===== config.mk =====
export PLATFORM = sky130hd
export DESIGN_NAME = touch_scan_sched
export DESIGN_NICKNAME = d
export VERILOG_FILES = /design/src/rtl/touch_scan_sched.sv
export SDC_FILE = /design/constraint.sdc
export NUM_CORES = 1
export LEC_CHECK = 0
export BUFFER_PORTS_ARGS = -buffer_cell sky130_fd_sc_hd__buf_4
export CAP_MARGIN = 10
export CORE_ASPECT_RATIO = 1.25
export CORE_UTILIZATION = 55
export CTS_CLUSTER_DIAMETER = 30
export CTS_CLUSTER_SIZE = 20
export DETAILED_ROUTE_END_ITERATION = 6
export PLACE_DENSITY = 0.76
export SETUP_SLACK_MARGIN = 0.4
export SLEW_MARGIN = 0
export SYNTH_ARGS = -nofsm -noshare
export SYNTH_HDL_FRONTEND = slang
export SYNTH_SLANG_ARGS = --single-unit

===== constraint.sdc =====
create_clock -name clk -period 2.3 [get_ports clk]
set_input_delay 0.23 -clock clk [delete_from_list [all_inputs] [get_ports clk]]
set_output_delay 0.23 -clock clk [all_outputs]
set_load 0.02 [all_outputs]

===== src/rtl/touch_scan_sched.sv =====
// Touch-panel conversion scheduler: debounces the pen, paces engine start requests,
// averages a burst of x/y samples and hands one coordinate per burst to the consumer.
`timescale 1ns/1ps
module touch_scan_sched #(
   parameter int SAMPLE_PERIOD = 50_000_000,
   parameter int DEBOUNCE      = 1_000_000,
   parameter int NAVG_LOG2     = 2,
   parameter int TIMEOUT       = 1_400_000_000
) (
   input  logic       clk,
   input  logic       rst_n,
   input  logic       i_enable,
   input  logic       i_pen_irq_n,
   output logic       o_eng_start_n,
   input  logic       i_eng_done,
   input  logic [7:0] i_eng_x,
   input  logic [7:0] i_eng_y,
   output logic [7:0] o_xy_x,
   output logic [7:0] o_xy_y,
   output logic       o_xy_valid,
   input  logic       i_xy_ready,
   output logic       o_pen_down,
   output logic       o_timeout_err,
   input  logic       i_err_clr
);

   localparam int PW = $clog2(SAMPLE_PERIOD);
   localparam int TW = $clog2(TIMEOUT);
   localparam int DW = $clog2(DEBOUNCE + 1);
   localparam int AW = 8 + NAVG_LOG2;
   localparam int NW = NAVG_LOG2 + 1;
   localparam logic [NW-1:0] NSAMP = NW'(1 << NAVG_LOG2);

   // One-hot so the engine start and valid pins each come straight off one flop.
   typedef enum logic [5:0] {
      S_IDLE      = 6'b000001,
      S_WAIT_PER  = 6'b000010,
      S_REQ       = 6'b000100,
      S_WAIT_DONE = 6'b001000,
      S_ACC       = 6'b010000,
      S_OUT       = 6'b100000
   } state_t;

   state_t          r_state;
   state_t          w_next_state;
   logic            r_pen_s1, r_pen_s2, r_pen_last, r_pen_down;
   logic            r_done_s1, r_done_s2, r_done_s3;
   logic [DW-1:0]   r_db_cnt;
   logic [PW-1:0]   r_per_cnt;
   logic [TW-1:0]   r_to_cnt;
   logic [7:0]      r_cap_x, r_cap_y;
   logic [AW-1:0]   r_sum_x, r_sum_y;
   logic [NW-1:0]   r_n;
   logic [7:0]      r_xy_x, r_xy_y;
   logic            r_timeout_err;

   logic            w_done_edge, w_per_hit, w_to_hit, w_last_sample, w_abort, w_timeout;
   logic [AW-1:0]   w_sum_x, w_sum_y;

   assign w_done_edge   = r_done_s2 & ~r_done_s3;
   assign w_per_hit     = (r_per_cnt == PW'(SAMPLE_PERIOD - 1));
   assign w_to_hit      = (r_to_cnt == TW'(TIMEOUT - 1));
   assign w_last_sample = ((r_n + NW'(1)) == NSAMP);
   assign w_sum_x       = r_sum_x + AW'(r_cap_x);
   assign w_sum_y       = r_sum_y + AW'(r_cap_y);
   assign w_timeout     = (r_state == S_WAIT_DONE) && !w_done_edge && w_to_hit;
   assign w_abort       = ((r_state == S_WAIT_PER) && (w_next_state == S_IDLE)) || w_timeout;

   always_ff @(posedge clk or negedge rst_n) begin
      if (!rst_n) begin
         r_pen_s1   <= 1'b1;
         r_pen_s2   <= 1'b1;
         r_pen_last <= 1'b1;
         r_pen_down <= 1'b0;
         r_db_cnt   <= '0;
         r_done_s1  <= 1'b0;
         r_done_s2  <= 1'b0;
         r_done_s3  <= 1'b0;
      end else begin
         r_pen_s1  <= i_pen_irq_n;
         r_pen_s2  <= r_pen_s1;
         r_done_s1 <= i_eng_done;
         r_done_s2 <= r_done_s1;
         r_done_s3 <= r_done_s2;
         if (r_pen_s2 != r_pen_last) begin
            r_pen_last <= r_pen_s2;
            r_db_cnt   <= '0;
         end else if (r_db_cnt != DW'(DEBOUNCE)) begin
            r_db_cnt <= r_db_cnt + DW'(1);
            if (r_db_cnt == DW'(DEBOUNCE - 1))
               r_pen_down <= ~r_pen_last;
         end
      end
   end

   always_ff @(posedge clk or negedge rst_n) begin
      if (!rst_n)
         r_state <= S_IDLE;
      else
         r_state <= w_next_state;
   end

   always_comb begin
      w_next_state = r_state;
      unique case (r_state)
         S_IDLE:      if (r_pen_down && i_enable) w_next_state = S_WAIT_PER;
         S_WAIT_PER:  if (!r_pen_down || !i_enable) w_next_state = S_IDLE;
                      else if (w_per_hit)           w_next_state = S_REQ;
         S_REQ:       w_next_state = S_WAIT_DONE;
         S_WAIT_DONE: if (w_done_edge)   w_next_state = S_ACC;
                      else if (w_to_hit) w_next_state = S_IDLE;
         S_ACC:       w_next_state = w_last_sample ? S_OUT : S_WAIT_PER;
         S_OUT:       if (i_xy_ready) w_next_state = S_WAIT_PER;
         default:     w_next_state = S_IDLE;
      endcase
   end

   always_comb begin
      o_eng_start_n = ~r_state[3];
      o_xy_valid    = r_state[5];
      o_xy_x        = r_xy_x;
      o_xy_y        = r_xy_y;
      o_pen_down    = r_pen_down;
      o_timeout_err = r_timeout_err;
   end

   // Period counter is loaded in IDLE so the first request follows the press at once.
   always_ff @(posedge clk or negedge rst_n) begin
      if (!rst_n) begin
         r_per_cnt     <= '0;
         r_to_cnt      <= '0;
         r_cap_x       <= '0;
         r_cap_y       <= '0;
         r_sum_x       <= '0;
         r_sum_y       <= '0;
         r_n           <= '0;
         r_xy_x        <= '0;
         r_xy_y        <= '0;
         r_timeout_err <= 1'b0;
      end else begin
         if (r_state == S_IDLE)
            r_per_cnt <= PW'(SAMPLE_PERIOD - 1);
         else
            r_per_cnt <= w_per_hit ? '0 : r_per_cnt + PW'(1);

         if (r_state == S_REQ)
            r_to_cnt <= '0;
         else if (r_state == S_WAIT_DONE)
            r_to_cnt <= r_to_cnt + TW'(1);

         if ((r_state == S_WAIT_DONE) && w_done_edge) begin
            r_cap_x <= i_eng_x;
            r_cap_y <= i_eng_y;
         end

         if (w_abort) begin
            r_sum_x <= '0;
            r_sum_y <= '0;
            r_n     <= '0;
         end else if (r_state == S_ACC) begin
            if (w_last_sample) begin
               r_xy_x  <= w_sum_x[AW-1:NAVG_LOG2];
               r_xy_y  <= w_sum_y[AW-1:NAVG_LOG2];
               r_sum_x <= '0;
               r_sum_y <= '0;
               r_n     <= '0;
            end else begin
               r_sum_x <= w_sum_x;
               r_sum_y <= w_sum_y;
               r_n     <= r_n + NW'(1);
            end
         end

         if (i_err_clr)
            r_timeout_err <= 1'b0;
         else if (w_timeout)
            r_timeout_err <= 1'b1;
      end
   end

endmodule


## After elaboration in Yosys (flattened, before gate mapping)

Index checks and enable logic that the tools add are counted.

- Bits in latches: 0
- Memories: 0
- ROM bits: 0
- Logic and storage cells: 85
- Bits in registers: 146
- RAM bits: 0

- Reductions and logical operators: 16
- Magnitude comparators: 0
- $mul: 0
- Bitwise operators: 6
- Eq/ne operators: 13
- Add/sub/neg operators: 6
- Muxes and demuxes: 25
- Divide/modulo/power cells: 0
- Shift-type cells: 0

Operator list:

| kind | number |
|---|---|
| 31-bit 2-to-1 mux | 2 |
| 10-bit 2-to-1 mux | 6 |
| 26-bit 2-to-1 mux | 2 |
| 6-bit 2-to-1 mux | 7 |
| 20-bit 2-to-1 mux | 2 |
| 6-bit case mux with 6 select lines | 1 |
| 31-bit by 1-bit adder with 31-bit output (second input constant) | 1 |
| 31-bit == test (second input constant) | 1 |
| 26-bit by 1-bit adder with 26-bit output (second input constant) | 1 |
| 26-bit == test (second input constant) | 1 |
| 10-bit by 8-bit adder with 10-bit output | 2 |
| 20-bit by 1-bit adder with 20-bit output (second input constant) | 1 |
| 20-bit == test (second input constant) | 1 |
| 20-bit inequality test (second input constant) | 1 |
| 6-bit by 1-bit == test with 1-bit output (second input constant) | 2 |
| 3-bit 2-to-1 mux | 3 |
| 2-bit nonzero test | 4 |
| 6-bit by 2-bit == test with 1-bit output (second input constant) | 1 |
| 6-bit by 3-bit == test with 1-bit output (second input constant) | 1 |
| 6-bit by 4-bit == test with 1-bit output (second input constant) | 1 |
| 6-bit by 5-bit == test with 1-bit output (second input constant) | 1 |
| 6-bit == test (second input constant) | 1 |
| 3-bit AND reduction | 2 |
| 1-bit logical AND | 5 |
| other kinds (8) | 16 |

## Logic depth before layout (Yosys ltp)

Gate-level depths: netlist of the first run.

- Depth after elaboration: 9
- Mapped depth: 8

## Worst setup path after synthesis of the first run

Ideal clock, no wire load.

- Path type: register -> register
- Start: reg r_cap_x[0]
- End: reg r_sum_x[8]
- Data required time: 2.182 ns
- Setup slack: 0.114 ns
- Stages on the path, launching flop included: 8
- Path buffers: 0
- Period minus slack after synthesis: 2.186 ns
- Arrival time: 2.067 ns
- Cell sequence: dfrtp_1 > ha_1 > fa_1 > a21o_1 > a221o_1 > o41a_1 > mux2i_1 > a21o_1

- Longest elaborated chain between the ends: 4

RTL lines:

| what | line | source |
|---|---|---|
| from (decl) | 51 | `logic [7:0] r_cap_x, r_cap_y;` |
| from (signal assigned) | 152 | `r_cap_x <= i_eng_x;` |
| 10-bit by 8-bit adder with 10-bit output | 64 | `assign w_sum_x = r_sum_x + AW'(r_cap_x);` |
| 10-bit 2-to-1 mux | 161 | `if (w_last_sample) begin` |
| 10-bit 2-to-1 mux | 160 | `end else if (r_state == S_ACC) begin` |
| 10-bit 2-to-1 mux | 156 | `if (w_abort) begin` |
| to (signal assigned) | 168 | `r_sum_x <= w_sum_x;` |
| to (decl) | 52 | `logic [AW-1:0] r_sum_x, r_sum_y;` |

No other way between the ends. The select of a mux whose other input is x is not followed.
A chain may end at the register's enable or synchronous reset.

## Worst setup path in the final report of the first run

Same ends and word-level chain as after synthesis.

==> results of run 1 <==
## worst min-delay path: cells and delay by family
| kind | cells | cell delay (ns) |
|---|---|---|
| buffers and inverters | 1 | 0.08 |
| and+or+nand+nor | 2 | 0.10 |
## sequential cells by signal, summed over array words and instances (netlist names), 3 cells and up
name	count
r_sum_x	10
r_sum_y	10
o_xy_x	8
r_cap_x	8
r_per_cnt	26
r_cap_y	8
r_state	6
r_to_cnt	31
r_db_cnt	20
o_xy_y	8
r_n	3
## cell usage in the layout, fill, tap and decap left out, types with 8 or more instances in the layout
| master | netlist | routed |
|---|---|---|
| a21oi_1 | 24 | 22 |
| a22o_1 | 16 | 16 |
| and3_1 | 13 | 13 |
| buf_4 | 0 | 83 |
| clkbuf_16 | 0 | 17 |
| dfrtp_1 | 142 | 139 |
| dlygate4sd3_1 | 0 | 16 |
| ha_1 | 22 | 18 |
| inv_1 | 21 | 21 |
| mux2_2 | 14 | 13 |
| nand2_1 | 100 | 99 |
| nand2b_1 | 8 | 8 |
| nand3_1 | 34 | 32 |
| nand4_1 | 13 | 13 |
| nor2_1 | 77 | 74 |
| nor3_1 | 20 | 15 |
| nor4_1 | 20 | 10 |
| o21ai_0 | 35 | 28 |
| xnor2_1 | 50 | 47 |
| xor2_1 | 28 | 28 |
## logic make-up after synthesis
group | synth area share [%]
simple gates | 22.6
flops | 49.3
xor+xnor | 9.20
buf+inv | 2.70
fa+ha+maj | 4.25
compound gates | 9.20
mux | 2.80
## how the worst max path moves through the flow
stage,cells past startpoint,startpoint,slack (ns),end
detailed placement,7,r_cap_x[0],0.13,r_sum_x[8]
global placement,7,r_cap_x[0],0.16,r_sum_x[8]
finish,7,r_cap_x[0],0.14,r_sum_x[8]
global route,7,r_cap_x[0],0.09,r_sum_x[8]
CTS,7,r_cap_x[0],0.14,r_sum_x[8]
floorplan,7,r_cap_x[0],0.20,r_sum_x[8]
## power by group
part / internal [W] / switching (W) / leakage (nW)
Sequential: 0.00259 / 0.0000131 / 1.83
Combinational: 0.0000662 / 0.0000869 / 2.07
Clock: 0.00217 / 0.00105 / 0.332
## metrics by stage
stage                     utilization, %  setup slack (ns)
after floorplan                        -             0.201
after global placement              60.7             0.156
after detailed placement            60.7             0.126
after CTS                           68.7             0.142
after global routing                71.3            0.0927
final                               71.3             0.138
## layout make-up
cell class / count / area [um^2] / area share [%]
Tap cell: 171 / 214 / 2.27
Clock inverter: 10 / 229 / 2.43
Clock buffer: 22 / 454 / 4.81
Timing Repair Buffer: 107 / 913 / 9.68
Sequential cell: 146 / 3660 / 38.8
Multi-Input combinational cell: 560 / 3880 / 41.1
Inverter: 22 / 85.1 / 0.902
## timing repair
action | CTS | global route
hold buffers | 16 | 0
endpoints found under the setup margin | 76 | 81
hold endpoints to repair | 79 | 0
resized for setup | 31 | 39
setup buffers | 14 | 18
pin swaps | 9 | 21
## metal layers
layer  up-vias  GRT usage (%)  routed length, um
met2       159           44.5               9390
li1       2833              -                  -
met1      3052           30.0               7250
met5         -              0                  0
met3        44           5.78                687
met4         0           12.7                424
==> results.sh, run 1 <==
export IMPL_cp_slowest_cell="dfrtp_1"
export IMPL_design_area_um2=9440
export IMPL_synth_top_cells_by_count="dfrtp_1 (142), nand2_1 (100), nor2_1 (77)"
export IMPL_ioPinCount=43
export IMPL_worst_hold_path_endpoint="r_cap_y[5]"
export IMPL_ys_seq_area_share_pct=49.3
export IMPL_die_h_um=132
export IMPL_insertedDiodeCount=0
export IMPL_gp_congestion=0.855
export IMPL_reg2reg_depth=7
export IMPL_area_growth_pct=27.1
export IMPL_rsz0062_at_grt="yes"
export IMPL_synth_area_leader_cell="dfrtp_1"
export IMPL_cts_tree="built"
export IMPL_drtPass1Iterations=5
export IMPL_fmax_mhz=463
export IMPL_synth_cell_types=57
export IMPL_netlist_area_um2=7430
export IMPL_path_buf_inv=0
export IMPL_finalCriticalPeriod_ns=2.16
export IMPL_final_hold_violation_count=0
export IMPL_drive_gt1_share_pct=23.1
export IMPL_grt_pass1_wl_mm=28.4
export IMPL_fin_skew_ns=0.00707
export IMPL_synth_cells=756
export IMPL_r2r_start="r_cap_x[0]"
export IMPL_drt_iter0_markers=492
export IMPL_ys_seq_elements=146
export IMPL_clock_sinks=146
export IMPL_ys_warn_count=0
export IMPL_crit_family="compound AO/OA/AOI/OAI gates"
export IMPL_fillers=897
export IMPL_crit_chain="ha_2 -> fa_2 -> a21o_1 -> a221o_1 -> o41a_1 -> mux2i_1 -> a21o_1"
export IMPL_grtUsageTotal_pct=25.7
export IMPL_tightest_slew_ns=0.691
export IMPL_r2r_end="r_sum_x[8]"
export IMPL_antenna_found_initial=0
export IMPL_hold_ws_ns=0.00992
export IMPL_final_setup_tns_ns=0
export IMPL_p_total_w=0.00597
export IMPL_worst_path_max_fanout=2
export IMPL_yosysMostFrequentCell="dfrtp_1"
export IMPL_slew_headroom_pct=53.9
export IMPL_root_buffer="clkbuf_16"
export IMPL_synthesis_nets=803
export IMPL_postRouteAntennaNets=0
export IMPL_dp_cells=958
export IMPL_via_count=6088
export IMPL_synthFlopType="dfrtp_1"
export IMPL_hp_start="i_eng_y[5]"
export IMPL_setup_viol=0
export IMPL_clockBufferDepth=2
export IMPL_fp_dieW_um=106
export IMPL_synth_avg_cell_area_um2=9.82
export IMPL_ir_drop_mv=0.516
export IMPL_initial_core_util_pct=56.1
export IMPL_hold_path_depth=3
export IMPL_numPortBuffers=42
export IMPL_grt_pass1_vias=6131
export IMPL_max_stage_delay_ns=0.38
export IMPL_synth_edf_count=0
export IMPL_grt_max_degree=71
export IMPL_core_area_um2=13200
export IMPL_dp_hpwl_mm=10.6
export IMPL_r2r_slack_ns=0.14
export IMPL_fin_crit_sh_pct=94.0
export IMPL_avgViaCountPerCell=5.87
export IMPL_drv_cap=0
export IMPL_clk_latency_ns=0.43
export IMPL_cp_required_ns=2.62
export IMPL_dieArea_um2=14000
export IMPL_dpl_instance_area_um2=8030
export IMPL_path_class="register to register"
export IMPL_leakagePower_nw=4.24
export IMPL_hp_class="input pin to register"
export IMPL_maxSlewViolCount=0
export IMPL_cts_max_level=4
export IMPL_crit_arrival_ns=2.48
export IMPL_finalWirelength_mm=17.7
export IMPL_synthArstFlopShare_pct=100
export IMPL_critPathLaunchType="register"
export IMPL_gr_total_overflow=0
export IMPL_rows=47
export IMPL_cts_buffers=17
export IMPL_setup_worst_path_end_class="register"
export IMPL_yosysTopAreaCellShare_pct=47.9
export IMPL_fin_cells=1038
export IMPL_drc=0
export IMPL_cts_reportedPaths_clkPinSlew_ns=0.06
export IMPL_powerDensity_nw_per_um2=633
export IMPL_path_common_cell="a21o_1"
export IMPL_status="completed"
export IMPL_post_drt_wl_per_cell_um=17.1
export IMPL_synthTopCellsByArea="dfrtp_1 (48%), xnor2_1 (5.9%), nand2_1 (5.1%)"
export IMPL_num_nets_final=901
(Power assumes the default switching activity.)
==> run 2, diff against run 1 <==
--- a/config.mk
+++ b/config.mk
@@ -12,6 +12,7 @@
 export CTS_CLUSTER_DIAMETER = 30
 export CTS_CLUSTER_SIZE = 20
 export DETAILED_ROUTE_END_ITERATION = 6
+export HOLD_SLACK_MARGIN = 0.1
 export PLACE_DENSITY = 0.76
 export SETUP_SLACK_MARGIN = 0.4
 export SLEW_MARGIN = 0
==> results.sh, run 2 (synthesized netlist as in run 1, its figures left out) <==
export IMPL_dieArea_um2=14000
export IMPL_cts_max_level=4
export IMPL_powerDensity_nw_per_um2=630
export IMPL_drc=0
export IMPL_insertedDiodeCount=0
export IMPL_setup_worst_path_end_class="register"
export IMPL_clock_sinks=146
export IMPL_post_drt_wl_per_cell_um=17.1
export IMPL_grtUsageTotal_pct=25.8
export IMPL_final_common_cell="dfrtp_1"
export IMPL_grt_max_degree=71
export IMPL_num_nets_final=907
export IMPL_drive_gt1_share_pct=22.9
export IMPL_setup_viol=0
export IMPL_via_count=6168
export IMPL_clk_latency_ns=0.43
export IMPL_antenna_found_initial=0
export IMPL_reg_top3="r_to_cnt: 31 flops, r_per_cnt: 26 flops, r_db_cnt: 20 flops"
export IMPL_final_setup_tns_ns=0
export IMPL_cts_reportedPaths_clkPinSlew_ns=0.06
export IMPL_leakagePower_nw=4.27
export IMPL_status="completed"
export IMPL_finalCriticalPeriod_ns=2.16
export IMPL_fillers=886
export IMPL_postRouteAntennaNets=0
export IMPL_largest_reg_flops=31
export IMPL_ir_drop_mv=0.516
export IMPL_drtPass1Iterations=5
export IMPL_gp_congestion=0.855
export IMPL_gr_total_overflow=0
export IMPL_tightest_slew_ns=0.692
export IMPL_crit_arrival_ns=2.49
export IMPL_crit_start="r_cap_x[0]"
export IMPL_cts_tree="built"
export IMPL_avgViaCountPerCell=5.91
export IMPL_final_hold_violation_count=0
export IMPL_layout_common_cells="dfrtp_1 (139), nand2_1 (99), buf_4 (83)"
export IMPL_hp_class="register to register"
export IMPL_dp_cells=958
export IMPL_initial_core_util_pct=56.1
export IMPL_cp_endpoint="r_sum_x[8]"
export IMPL_reg2reg_depth=7
export IMPL_fp_dieW_um=106
export IMPL_fmax_mhz=462
export IMPL_grt_pass1_vias=6174
export IMPL_clockBufferDepth=2
export IMPL_fin_cells=1044
export IMPL_drv_cap=0
export IMPL_die_h_um=132
export IMPL_fin_skew_ns=0.00642
export IMPL_slew_headroom_pct=53.9
export IMPL_grt_pass1_wl_mm=28.5
export IMPL_r2r_slack_ns=0.14
export IMPL_r2r_end="r_sum_x[8]"
export IMPL_r2r_start="r_cap_x[0]"
export IMPL_rsz0062_at_grt="yes"
export IMPL_worst_path_max_fanout=2
export IMPL_fin_crit_sh_pct=94.1
export IMPL_drt_iter0_markers=482
export IMPL_core_area_um2=13200
export IMPL_cts_buffers=17
export IMPL_cp_required_ns=2.62
export IMPL_dp_hpwl_mm=10.6
export IMPL_path_class="register to register"
export IMPL_ioPinCount=43
export IMPL_rows=47
export IMPL_critPathLaunchType="register"
export IMPL_maxSlewViolCount=0
export IMPL_area_growth_pct=27.9
export IMPL_regMostFlops="r_to_cnt"
export IMPL_finalWirelength_mm=17.9
export IMPL_numPortBuffers=42
export IMPL_root_buffer="clkbuf_16"
[run 2: per-stage QoR]
| step | worst slack, ns | utilization, % | hold WS (ns) | power, W | area [um^2] |
|---|---|---|---|---|---|
| 2_1_floorplan | 0.201 | - | -0.0656 | 0.00268 | 7510 |
| 3_3_place_gp | 0.156 | 60.7 | 0.276 | 0.00277 | 8030 |
| 3_5_place_dp | 0.126 | 60.7 | 0.285 | 0.00278 | 8030 |
| 4_1_cts | 0.142 | 69.2 | 0.350 | 0.00602 | 9160 |
| 5_1_grt | 0.0927 | 71.8 | 0.366 | 0.00617 | 9500 |
| 6_report | 0.135 | 71.8 | 0.347 | 0.00598 | 9500 |
[run 2: area by class of cell]
type / instances / area (um^2) / area share [%]
clock buffer: 22 / 454 / 4.78
clock inverter: 10 / 229 / 2.41
tap: 171 / 214 / 2.25
multi-input combinational: 560 / 3880 / 40.8
sequential: 146 / 3660 / 38.6
inverter: 22 / 85.1 / 0.896
timing repair buffer: 113 / 973 / 10.3
[run 2: critical path, stage by stage, from the launching register on]
cell and delay, ns:
dfrtp_1 0.38, ha_2 0.20, fa_2 0.34, a21o_1 0.18, a221o_1 0.31, o41a_1 0.36, mux2i_1 0.14, a21o_1 0.15
[run 2: repair_timing]
| item | 4_1_cts | 5_1_grt |
|---|---|---|
| resized for setup | 31 | 39 |
| endpoints found under the setup margin | 76 | 81 |
| hold endpoints to repair | 85 | 0 |
| hold buffers | 22 | 0 |
| pin swaps | 9 | 21 |
| setup buffers | 14 | 18 |
[run 2: worst min path at each step]
stage | startpoint | to | cells after the start
final | r_done_s1 | r_done_s2 | 0
after global routing | r_pen_s1 | r_pen_s2 | 0
after global placement | rst_n | r_cap_y[2] | 1
after detailed placement | rst_n | r_cap_y[1] | 1
after CTS | r_done_s1 | r_done_s2 | 0
after floorplan | rst_n | o_pen_down | 0
[run 2: where the power goes]
group / internal [W] / switching [W] / leakage [nW]
clock network: 0.00217 / 0.00106 / 0.332
registers: 0.00259 / 0.0000130 / 1.83
logic: 0.0000728 / 0.0000892 / 2.10
total: 0.00483 / 0.00116 / 4.27
[run 2: routing by layer]
| metal | vias to the layer above | GRT usage [%] | part of all wire (%) |
|---|---|---|---|
| li1 | 2848 | - | - |
| met1 | 3096 | 30.2 | 41 |
| met2 | 175 | 44.7 | 53 |
| met3 | 49 | 5.64 | 4.1 |
| met4 | 0 | 12.7 | 2.6 |
| met5 | - | 0 | 0 |
